File: src/rtl/dp_regfile_arbiter_pkg.sv
// Shared definitions for the PE register-file arbiter: width helpers and the
// default regfile geometry.
package dp_regfile_arbiter_pkg;

   localparam int PE_ADDR_LEN = 5;
   localparam int PE_DATA_LEN = 32;

   function automatic int clog2(input int n);
      int r;
      r = 0;
      while ((1 << r) < n) r++;
      return r;
   endfunction

   // Low bit of requester idx inside a flattened bus of width-wide slices.
   function automatic int slice_lo(input int idx, input int width);
      return idx * width;
   endfunction

endpackage

File: src/rtl/dp_regfile_arbiter_rr_arbiter.sv
// Round-robin arbiter: one-hot grant scanning upward from a pointer that
// moves past the winner and holds when nobody requests.
module rr_arbiter
   import dp_regfile_arbiter_pkg::*;
#(
   parameter int N       = 2,
   parameter int IDX_LEN = (clog2(N) > 0) ? clog2(N) : 1
) (
   input  logic               clk,
   input  logic               reset,
   input  logic [N-1:0]       req,
   output logic [N-1:0]       grant,
   output logic [IDX_LEN-1:0] grant_idx,
   output logic               grant_any
);

   logic [IDX_LEN-1:0] ptr_reg;
   logic [IDX_LEN-1:0] ptr_next;
   logic [N-1:0]       mask;
   logic [N-1:0]       masked_req;
   logic [N-1:0]       pick;
   logic [N-1:0]       first;
   logic [N-1:0]       idx_col [IDX_LEN];

   // Requesters at or above the pointer take precedence; otherwise wrap.
   for (genvar gi = 0; gi < N; gi++) begin : g_mask
      assign mask[gi] = (IDX_LEN'(gi) >= ptr_reg);
   end

   assign masked_req = req & mask;
   assign pick       = (|masked_req) ? masked_req : req;

   for (genvar gi = 0; gi < N; gi++) begin : g_first
      if (gi == 0) begin : g_lsb
         assign first[gi] = pick[gi];
      end else begin : g_upper
         assign first[gi] = pick[gi] & ~(|pick[gi-1:0]);
      end
   end

   // One-hot to binary: each index bit ORs the grants whose position has it set.
   for (genvar gb = 0; gb < IDX_LEN; gb++) begin : g_enc_bit
      for (genvar gi = 0; gi < N; gi++) begin : g_enc_req
         if (((gi >> gb) & 1) == 1) begin : g_set
            assign idx_col[gb][gi] = first[gi];
         end else begin : g_clr
            assign idx_col[gb][gi] = 1'b0;
         end
      end
      assign grant_idx[gb] = |idx_col[gb];
   end

   assign grant     = reset ? '0 : first;
   assign grant_any = |grant;

   always_comb begin
      ptr_next = ptr_reg;
      if (grant_any) begin
         if (grant_idx == IDX_LEN'(N - 1)) ptr_next = '0;
         else                              ptr_next = grant_idx + IDX_LEN'(1);
      end
   end

   always_ff @(posedge clk) begin
      if (reset) ptr_reg <= '0;
      else       ptr_reg <= ptr_next;
   end

endmodule

File: src/rtl/dp_regfile_arbiter.sv
// Shares one 1W/1R register file between several write and read requesters,
// with registered port drive, tagged read return and write-to-read forwarding.
module dp_regfile_arbiter
   import dp_regfile_arbiter_pkg::*;
#(
   parameter int ADDR_LEN = PE_ADDR_LEN,
   parameter int DATA_LEN = PE_DATA_LEN,
   parameter int NUM_WR   = 3,
   parameter int NUM_RD   = 2,
   parameter int ID_LEN   = 1
) (
   input  logic                         clk,
   input  logic                         reset,
   input  logic [NUM_WR-1:0]            wr_req,
   input  logic [NUM_WR*ADDR_LEN-1:0]   wr_addr,
   input  logic [NUM_WR*DATA_LEN-1:0]   wr_data,
   output logic [NUM_WR-1:0]            wr_ack,
   input  logic [NUM_RD-1:0]            rd_req,
   input  logic [NUM_RD*ADDR_LEN-1:0]   rd_addr,
   output logic [NUM_RD-1:0]            rd_ack,
   output logic                         rd_valid,
   output logic [ID_LEN-1:0]            rd_id,
   output logic [DATA_LEN-1:0]          rd_data,
   output logic                         rf_wrt,
   output logic [ADDR_LEN-1:0]          rf_wrt_addr,
   output logic [DATA_LEN-1:0]          rf_data_in,
   output logic                         rf_rd,
   output logic [ADDR_LEN-1:0]          rf_rd_addr,
   input  logic [DATA_LEN-1:0]          rf_data_out
);

   localparam int WI_LEN = (clog2(NUM_WR) > 0) ? clog2(NUM_WR) : 1;
   localparam int RI_LEN = (clog2(NUM_RD) > 0) ? clog2(NUM_RD) : 1;

   logic [ADDR_LEN-1:0] wr_addr_arr [NUM_WR];
   logic [DATA_LEN-1:0] wr_data_arr [NUM_WR];
   logic [ADDR_LEN-1:0] rd_addr_arr [NUM_RD];

   for (genvar gi = 0; gi < NUM_WR; gi++) begin : g_wr_unpack
      assign wr_addr_arr[gi] = wr_addr[slice_lo(gi, ADDR_LEN) +: ADDR_LEN];
      assign wr_data_arr[gi] = wr_data[slice_lo(gi, DATA_LEN) +: DATA_LEN];
   end

   for (genvar gi = 0; gi < NUM_RD; gi++) begin : g_rd_unpack
      assign rd_addr_arr[gi] = rd_addr[slice_lo(gi, ADDR_LEN) +: ADDR_LEN];
   end

   logic [WI_LEN-1:0] wr_idx;
   logic              wr_any;
   logic [RI_LEN-1:0] rd_idx;
   logic              rd_any;

   rr_arbiter #(.N(NUM_WR), .IDX_LEN(WI_LEN)) u_wr_arb (
      .clk       (clk),
      .reset     (reset),
      .req       (wr_req),
      .grant     (wr_ack),
      .grant_idx (wr_idx),
      .grant_any (wr_any)
   );

   rr_arbiter #(.N(NUM_RD), .IDX_LEN(RI_LEN)) u_rd_arb (
      .clk       (clk),
      .reset     (reset),
      .req       (rd_req),
      .grant     (rd_ack),
      .grant_idx (rd_idx),
      .grant_any (rd_any)
   );

   logic                rf_wrt_reg;
   logic [ADDR_LEN-1:0] rf_wrt_addr_reg;
   logic [DATA_LEN-1:0] rf_data_in_reg;
   logic                rf_rd_reg;
   logic [ADDR_LEN-1:0] rf_rd_addr_reg;
   logic [ID_LEN-1:0]   rd_pend_id_reg;
   logic                rd_valid_reg;
   logic [ID_LEN-1:0]   rd_id_reg;
   logic [DATA_LEN-1:0] rd_data_reg;
   logic                fwd;

   // A write landing this cycle on the address being read wins over the array.
   assign fwd = rf_wrt_reg && rf_rd_reg && (rf_wrt_addr_reg == rf_rd_addr_reg);

   always_ff @(posedge clk) begin
      if (reset) begin
         rf_wrt_reg      <= 1'b0;
         rf_wrt_addr_reg <= '0;
         rf_data_in_reg  <= '0;
         rf_rd_reg       <= 1'b0;
         rf_rd_addr_reg  <= '0;
         rd_pend_id_reg  <= '0;
         rd_valid_reg    <= 1'b0;
         rd_id_reg       <= '0;
         rd_data_reg     <= '0;
      end else begin
         rf_wrt_reg <= wr_any;
         if (wr_any) begin
            rf_wrt_addr_reg <= wr_addr_arr[wr_idx];
            rf_data_in_reg  <= wr_data_arr[wr_idx];
         end
         rf_rd_reg <= rd_any;
         if (rd_any) begin
            rf_rd_addr_reg <= rd_addr_arr[rd_idx];
            rd_pend_id_reg <= ID_LEN'(rd_idx);
         end
         rd_valid_reg <= rf_rd_reg;
         if (rf_rd_reg) begin
            rd_data_reg <= fwd ? rf_data_in_reg : rf_data_out;
            rd_id_reg   <= rd_pend_id_reg;
         end
      end
   end

   assign rf_wrt      = rf_wrt_reg;
   assign rf_wrt_addr = rf_wrt_addr_reg;
   assign rf_data_in  = rf_data_in_reg;
   assign rf_rd       = rf_rd_reg;
   assign rf_rd_addr  = rf_rd_addr_reg;
   assign rd_valid    = rd_valid_reg;
   assign rd_id       = rd_id_reg;
   assign rd_data     = rd_data_reg;

endmodule

File: config.mk
export PLATFORM = sky130hd
export DESIGN_NAME = dp_regfile_arbiter
export DESIGN_NICKNAME = d
export VERILOG_FILES = /design/src/rtl/dp_regfile_arbiter_pkg.sv /design/src/rtl/dp_regfile_arbiter_rr_arbiter.sv /design/src/rtl/dp_regfile_arbiter.sv
export SDC_FILE = /design/constraint.sdc
export NUM_CORES = 1
export LEC_CHECK = 0
export ABC_AREA = 1
export BUFFER_PORTS_ARGS = -buffer_cell sky130_fd_sc_hd__buf_2
export CORE_ASPECT_RATIO = 2
export CORE_MARGIN = 1
export CORE_UTILIZATION = 26
export DETAILED_ROUTE_END_ITERATION = 8
export SLEW_MARGIN = 20
export SYNTH_ARGS = -nofsm -noshare
export SYNTH_HDL_FRONTEND = slang
export SYNTH_HIERARCHICAL = 1
export SYNTH_SLANG_ARGS = --single-unit
export TNS_END_PERCENT = 20
File: constraint.sdc
create_clock -name clk -period 2.52 [get_ports clk]
set_input_delay 0.252 -clock clk [delete_from_list [all_inputs] [get_ports clk]]
set_output_delay 0.252 -clock clk [all_outputs]
set_load 0.02 [all_outputs]
After elaboration in Yosys (flattened, before gate mapping)
Index checks and enable logic that the tools add are counted.
Widths: inputs -> output; s select.
{"block": "totals", "regBits": 82, "latchBits": 0, "ramBits": 0, "rom_bits": 0, "inputBits": 160, "out_inout_bits": 83, "word_cells": 55, "n_memories": 0}
{"block": "classes", "addsub": 2, "n_mul": 0, "div": 0, "n_lt_le_gt_ge": 7, "n_eq_ne": 2, "shifts": 0, "mux": 16, "n_bitwise": 10, "n_reduce_logical": 7}
{"op": "$mux 32", "n": 3}
{"op": "$bmux 32 s2", "n": 1}
{"op": "$mux 5", "n": 5}
{"op": "$bmux 5 s2", "n": 1}
{"op": "$mux 2", "n": 3}
{"op": "$mux 3", "n": 2}
{"op": "$reduce_or 2->1", "n": 3}
{"op": "$reduce_or 3->1", "n": 2}
{"op": "$eq 5x5->1", "n": 1}
{"op": "$ge 1x2->1 const A", "n": 2}
{"op": "$and 1x1->1", "n": 3}
{"op": "$and 3x3->3", "n": 1}
{"op": "$ge 3x3->1 const B", "n": 1}
{"op": "$not 1->1", "n": 3}
{"op": "$not 2->3", "n": 1}
{"op": "$add 2x1->2 const B", "n": 1}
{"op": "$and 2x2->2", "n": 1}
{"op": "$eq 2x2->1 const B", "n": 1}
{"op": "$ge 1x1->1 const A", "n": 2}
{"op": "$ge 2x2->1 const A", "n": 1}
{"op": "$ge 2x2->1 const B", "n": 1}
{"op": "$logic_and 1x1->1", "n": 2}
{"op": "$not 1->2", "n": 1}
{"op": "$add 1x1->1 const B", "n": 1}
{"op": "$mux 1", "n": 1}

Longest topological paths before layout
{"block": "logic_depth", "word_depth": 11, "ltp_mapped": 12, "depth_no_buf": 11}

Cells and area by module
The synthesis kept the hierarchy.
{"mod": "dp_regfile_arbiter", "n_inst": 1, "cells_each": 641, "area_each_um2": 4060.1}
{"mod": "rr_arbiter at u_wr_arb", "n_inst": 1, "cells_each": 39, "area_each_um2": 216.5}
{"mod": "rr_arbiter at u_rd_arb", "n_inst": 1, "cells_each": 14, "area_each_um2": 83.8}

Least setup slack after synthesis
No wires, ideal clock.
{"block": "synth_path", "path_type": "register to register", "from": "reg u_wr_arb.ptr_reg[1]", "to": "reg rf_data_in_reg[0] (netlist: rf_data_in[0])", "arrival_ns": 1.594, "t_required_ns": 2.390, "path_slack_ns": 0.795, "stages_incl_launch_ff": 13, "n_path_buf": 2, "period_less_slack_ns": 1.725, "cell_sequence": "dfxtp_1 inv_2 o21ai_0 nand2_1 nand2_1 nor2_1 nand2_1 inv_1 clkbuf_1 clkbuf_1 nor2_1 o21ai_1 a31oi_1"}
{"block": "synth_between", "elab_chain_len": 11, "word_cells_on_any_way": 17, "classes_between": "3 x order compare; 5 x mux; 6 x bitwise; 3 x reduce/logical"}
{"element": "start, declared", "line_no": "dp_regfile_arbiter_rr_arbiter.sv:17", "source": "logic [IDX_LEN-1:0] ptr_reg;"}
{"element": "start signal, assigned", "line_no": "dp_regfile_arbiter_rr_arbiter.sv:66", "source": "else ptr_reg <= ptr_next;"}
{"element": "$ge 1x2->1 or $ge 2x2->1 (tied branches)", "line_no": "dp_regfile_arbiter_rr_arbiter.sv:27", "source": "assign mask[gi] = (IDX_LEN'(gi) >= ptr_reg);"}
{"element": "$and 3x3->3 (*)", "line_no": "dp_regfile_arbiter_rr_arbiter.sv:30", "source": "assign masked_req = req & mask;"}
{"element": "$reduce_or 3->1", "line_no": "dp_regfile_arbiter_rr_arbiter.sv:31", "source": "assign pick = (|masked_req) ? masked_req : req;"}
{"element": "$mux 3 (*)", "line_no": "dp_regfile_arbiter_rr_arbiter.sv:31"}
{"element": "$reduce_or 2->1", "line_no": "dp_regfile_arbiter_rr_arbiter.sv:37", "source": "assign first[gi] = pick[gi] & ~(|pick[gi-1:0]);"}
{"element": "$not 1->1", "line_no": "dp_regfile_arbiter_rr_arbiter.sv:37"}
{"element": "$and 1x1->1 (*)", "line_no": "dp_regfile_arbiter_rr_arbiter.sv:37"}
{"element": "named net wr_idx[1]", "line_no": "dp_regfile_arbiter.sv:48", "source": "logic [WI_LEN-1:0] wr_idx;"}
{"element": "$not 2->3 (implied by the code)", "line_no": "dp_regfile_arbiter.sv:100", "source": "rf_data_in_reg <= wr_data_arr[wr_idx];"}
{"element": "$bmux 32 s2", "line_no": "dp_regfile_arbiter.sv:100"}
{"element": "$mux 32 (implied by the code) (2 in a row)", "line_no": "dp_regfile_arbiter.sv:100"}
{"element": "end signal, assigned", "line_no": "dp_regfile_arbiter.sv:100"}
{"element": "end, declared", "line_no": "dp_regfile_arbiter.sv:73", "source": "logic [DATA_LEN-1:0] rf_data_in_reg;"}
Mark *: on every way through the listed nets, which the timed path passes. The rest lies on a longest branch. The select of a mux whose other input is x is not followed.
A chain may end at the register's enable or synchronous reset.

Worst setup path after layout
{"block": "layout_path", "from": "reg u_wr_arb.ptr_reg[1]", "to": "out wr_ack[1]"}
{"block": "layout_between", "elab_chain_len": 7, "word_cells_on_any_way": 9, "classes_between": "3 x order compare; 2 x mux; 3 x bitwise; 1 x reduce/logical"}
{"element": "$ge 1x2->1 or $ge 2x2->1 (tied branches)", "line_no": "dp_regfile_arbiter_rr_arbiter.sv:27"}
{"element": "$and 3x3->3 (*)", "line_no": "dp_regfile_arbiter_rr_arbiter.sv:30"}
{"element": "$reduce_or 3->1", "line_no": "dp_regfile_arbiter_rr_arbiter.sv:31"}
{"element": "$mux 3 (*)", "line_no": "dp_regfile_arbiter_rr_arbiter.sv:31"}
{"element": "$not 1->1", "line_no": "dp_regfile_arbiter_rr_arbiter.sv:37"}
{"element": "$and 1x1->1 (*)", "line_no": "dp_regfile_arbiter_rr_arbiter.sv:37"}
{"element": "named net wr_idx[0]", "line_no": "dp_regfile_arbiter.sv:48"}
{"element": "$mux 3 (*)", "line_no": "dp_regfile_arbiter_rr_arbiter.sv:53", "source": "assign grant = reset ? '0 : first;"}
{"element": "end, declared", "line_no": "dp_regfile_arbiter.sv:17", "source": "output logic [NUM_WR-1:0] wr_ack,"}
Mark *: on every way through the listed nets, which the timed path passes. The rest lies on a longest branch.

==> impl_summary.txt <==
----------------------------------------------------
[Global routing]
  Vias in the first global route ... 4930
  Global-route wire length before repair ... 25550 um
  GRT Residual Overflow ... 0
  Antenna violations before repair ... 3
  Global-route usage over all layers ... 19.76%
  Largest net degree at the start of global routing ... 76

[Routing]
  Remaining DRCs ... 0
  Top Layer Used ... met4
  TritonRoute pass-1 iters ... 4
  Met2 WL ... 9426 um
  Mean routed wirelength per cell ... 15.11 um
  Amount of wire on met3 after detailed routing ... 763 um
  DRC violation total after the first TritonRoute iteration ... 218
  DRT met1 WL ... 6287 um
  Vias post-DR ... 5163
  Post-route antenna net violation count ... 0
  Post-detailed-routing wire length ... 17000 um
  Ratio of routed vias to standard cells ... 4.589

[Placement]
  Count of input and output buffers ... 242
  Placer congestion estimate ... 0.8635
  Placed Area ... 5777 um2
  Final HPWL DP ... 12440 um

[Floorplan]
  # rows ... 66
  Die height ... 185.1 um
  Horiz. Die Dim ... 93.57 um
  Effective utilization at floorplan ... 26.67%
  Ports ... 243
  Area of the die ... 17320 um2
  Core region area ... 16350 um2

[STA]
  Min cycle time layout ... 2.226 ns
  Final Skew ... 0.007222 ns
  Final-report setup violation count ... 0
  Slew margin rel. ... 49.58%
  Fin crit share ... 88.34%
  Unrepaired setup endpoints after global routing ... false
  Fin. max-slew vios ... 0
  Achievable frequency ... 449.2 MHz
  Transition at the pin with the smallest max-transition slack ... 0.7563 ns
  Number of failing hold endpoints at the final stage ... 0
  Setup tns final ... 0 ns

[Critical path]
  Biggest cell delay along the critical path ... 0.45 ns
  Data arrival time of the worst path ... 1.97 ns
  Count of buffering cells on the critical path with inverters included ... 4
  Crit-path cells ... inv_2 -> o21ai_0 -> nand2_1 -> nand2_1 -> nor2_4 -> buf_4 -> nand2_1 -> inv_1 -> buf_2
  Critical path peak fanout ... 40
  Critical path's top delay family ... buffers and inverters
  Most common cell on crit path ... sky130_fd_sc_hd__nand2_1
  Worst R2R Start ... u_wr_arb/ptr_reg[0]
  Critical Path Sink Type ... output pin
  Start-to-end type of the worst setup path ... register to output pin
  CP startpoint ... u_wr_arb/ptr_reg[1]
  Kind of start point of the critical path ... register
  Max stage delay cell, worst path ... sky130_fd_sc_hd__buf_4
  Data required time of the worst path ... 2.27 ns

[Clock tree]
  Post-CTS Repair Setup Buffers ... 0
  Root Driver ... sky130_fd_sc_hd__clkbuf_16
  CTS sink cnt ... 82
  Latest clock arrival within the worst-skew pair ... 0.34 ns
  Clock-pin slew reported for the worst setup and hold paths after clock tree synthesis ... 0.07 ns
  CTS Hold Bufs ... 0
  Level count of the clock H-tree ... 3
  Clock tree from TritonCTS ... yes
  Maximum root-to-sink buffer count ... 2
  Post-cts repair resize count ... 0
  Number of buffers created by CTS ... 9

[Synthesis]
  Register bit count reported by yosys ... 82
  Primary flip-flop cell chosen by synthesis mapping ... sky130_fd_sc_hd__dfxtp_1
  Yosys cell types ... 24
  Cell area after synthesis ... 4360 um2
  Register area share after synthesis ... 37.65%
  Number of enable-type register cells in the synthesized netlist ... 0
  Proportion of synthesized flip-flops having asynchronous set or reset ... 0%
  Syn nets ... 854
  Mapped Avg Cell Area ... 6.283 um2
  Gate Count Post-Synth ... 694
  Synth warn ... 6

[Worst hold path]
  Worst hold path class ... input pin to register
  Min-delay src ... wr_data[71]

[Pwr]
  Tot Pwr ... 3.860 mW
  P per Cell Area ... 636.5 nW/um2
  Leakage power total ... 3.166 nW
  Max VDD drop ... 283.5 uV

[Finish]
  Layout overhead on the synthesized area ... 39.08%
  Share of post-route cells with drive strength above 1 ... 31.92%
  FILL cells ... 1829
  Combined area of the multi-input logic cells ... 2272 um2
  Combined flip-flop and latch cell area ... 1643 um2
  Commonest non-fill, non-tap cell in the layout ... sky130_fd_sc_hd__buf_2
  Final net count ... 1073
  Final standard cell area without fillers ... 6065 um2
  Most frequent cells in the layout ... 242 x sky130_fd_sc_hd__buf_2, 155 x sky130_fd_sc_hd__nor2_1, 133 x sky130_fd_sc_hd__nand2_1, 81 x sky130_fd_sc_hd__dfxtp_1, 67 x sky130_fd_sc_hd__nand3_1

[Flow run]
  Max Cap Violations ... 0

[Outcome]
  Status ... complete, no violations

----------------------------------------------------
==> path summary, 6_finish.rpt <==
kind	to	slack, ns	cells past startpoint
hold reg to reg	rd_id	0.50	2
hold / removal	rf_data_in[7]	0.17	3
setup reg to reg	rf_data_in[24]	0.66	9
setup / recovery	wr_ack[1]	0.29	9
==> worst reg2reg max path, delay by kind of cell, from the launching register on <==
family,cells,cell delay (ns)
and+or+nand+nor,5,0.68
buffers and inverters,3,0.60
DFF,1,0.33
AOI/OAI and AO/OA,1,0.18
==> layout make-up <==
cell class              instances  share of cell area [%]
diodes                          3                  0.1238
clock buffers                  10                   3.941
clock inverters                 6                  0.6808
inverters                      64                   3.961
multi-input cells             500                   37.47
flip-flops and latches         82                   27.09
well taps                     204                   4.209
repair buffers                256                   22.53
==> stage by stage <==
step	utilization [%]	instances	hold slack, ns	setup WS, ns
finish	37.09	1125	0.1677	0.2940
global route	37.09	1125	0.1681	0.08392
CTS	37.04	1122	0.1482	0.2442
detailed placement	35.33	1106	0.4827	0.5911
global placement	35.33	1106	0.4824	0.6223
floorplan	-	694	0.3814	0.7953
==> synth_stat cells, types with 4 or more instances <==
library cell,count,area share [%]
sky130_fd_sc_hd__a31oi_1,37,5.3
sky130_fd_sc_hd__o21ai_0,47,5.4
sky130_fd_sc_hd__nand2_1,134,12
sky130_fd_sc_hd__inv_1,59,5.1
sky130_fd_sc_hd__buf_2,19,2.2
sky130_fd_sc_hd__clkbuf_1,22,1.9
sky130_fd_sc_hd__o21ai_1,30,3.4
sky130_fd_sc_hd__dfxtp_1,82,38
sky130_fd_sc_hd__nand3_1,68,7.8
sky130_fd_sc_hd__a21oi_1,9,1.0
sky130_fd_sc_hd__a221oi_1,5,1.0
sky130_fd_sc_hd__nor2_1,156,13
sky130_fd_sc_hd__inv_2,5,0.43
sky130_fd_sc_hd__buf_1,4,0.34
==> cell families after synthesis <==
family          after synthesis  synth area share, %
flops                        82                37.65
simple gates                368                34.49
compound gates              132                17.16
buf+inv                     112                10.70
==> routing by layer <==
layer  track usage (%)  up-vias
met5                 0        -
met4             10.03        0
met3             2.997       26
met2             37.21      168
met1             20.70     2288
li1                  -     2681
==> report_power, final <==
part	total (mW)	leakage, nW	switching [mW]	internal (mW)
Clock	1.27	0.131	0.577	0.695
Sequential	1.51	0.678	0.0903	1.42
Combinational	1.07	2.36	0.687	0.387
Total	3.86	3.17	1.35	2.51
Note: power is estimated with default switching activity, not from simulation.
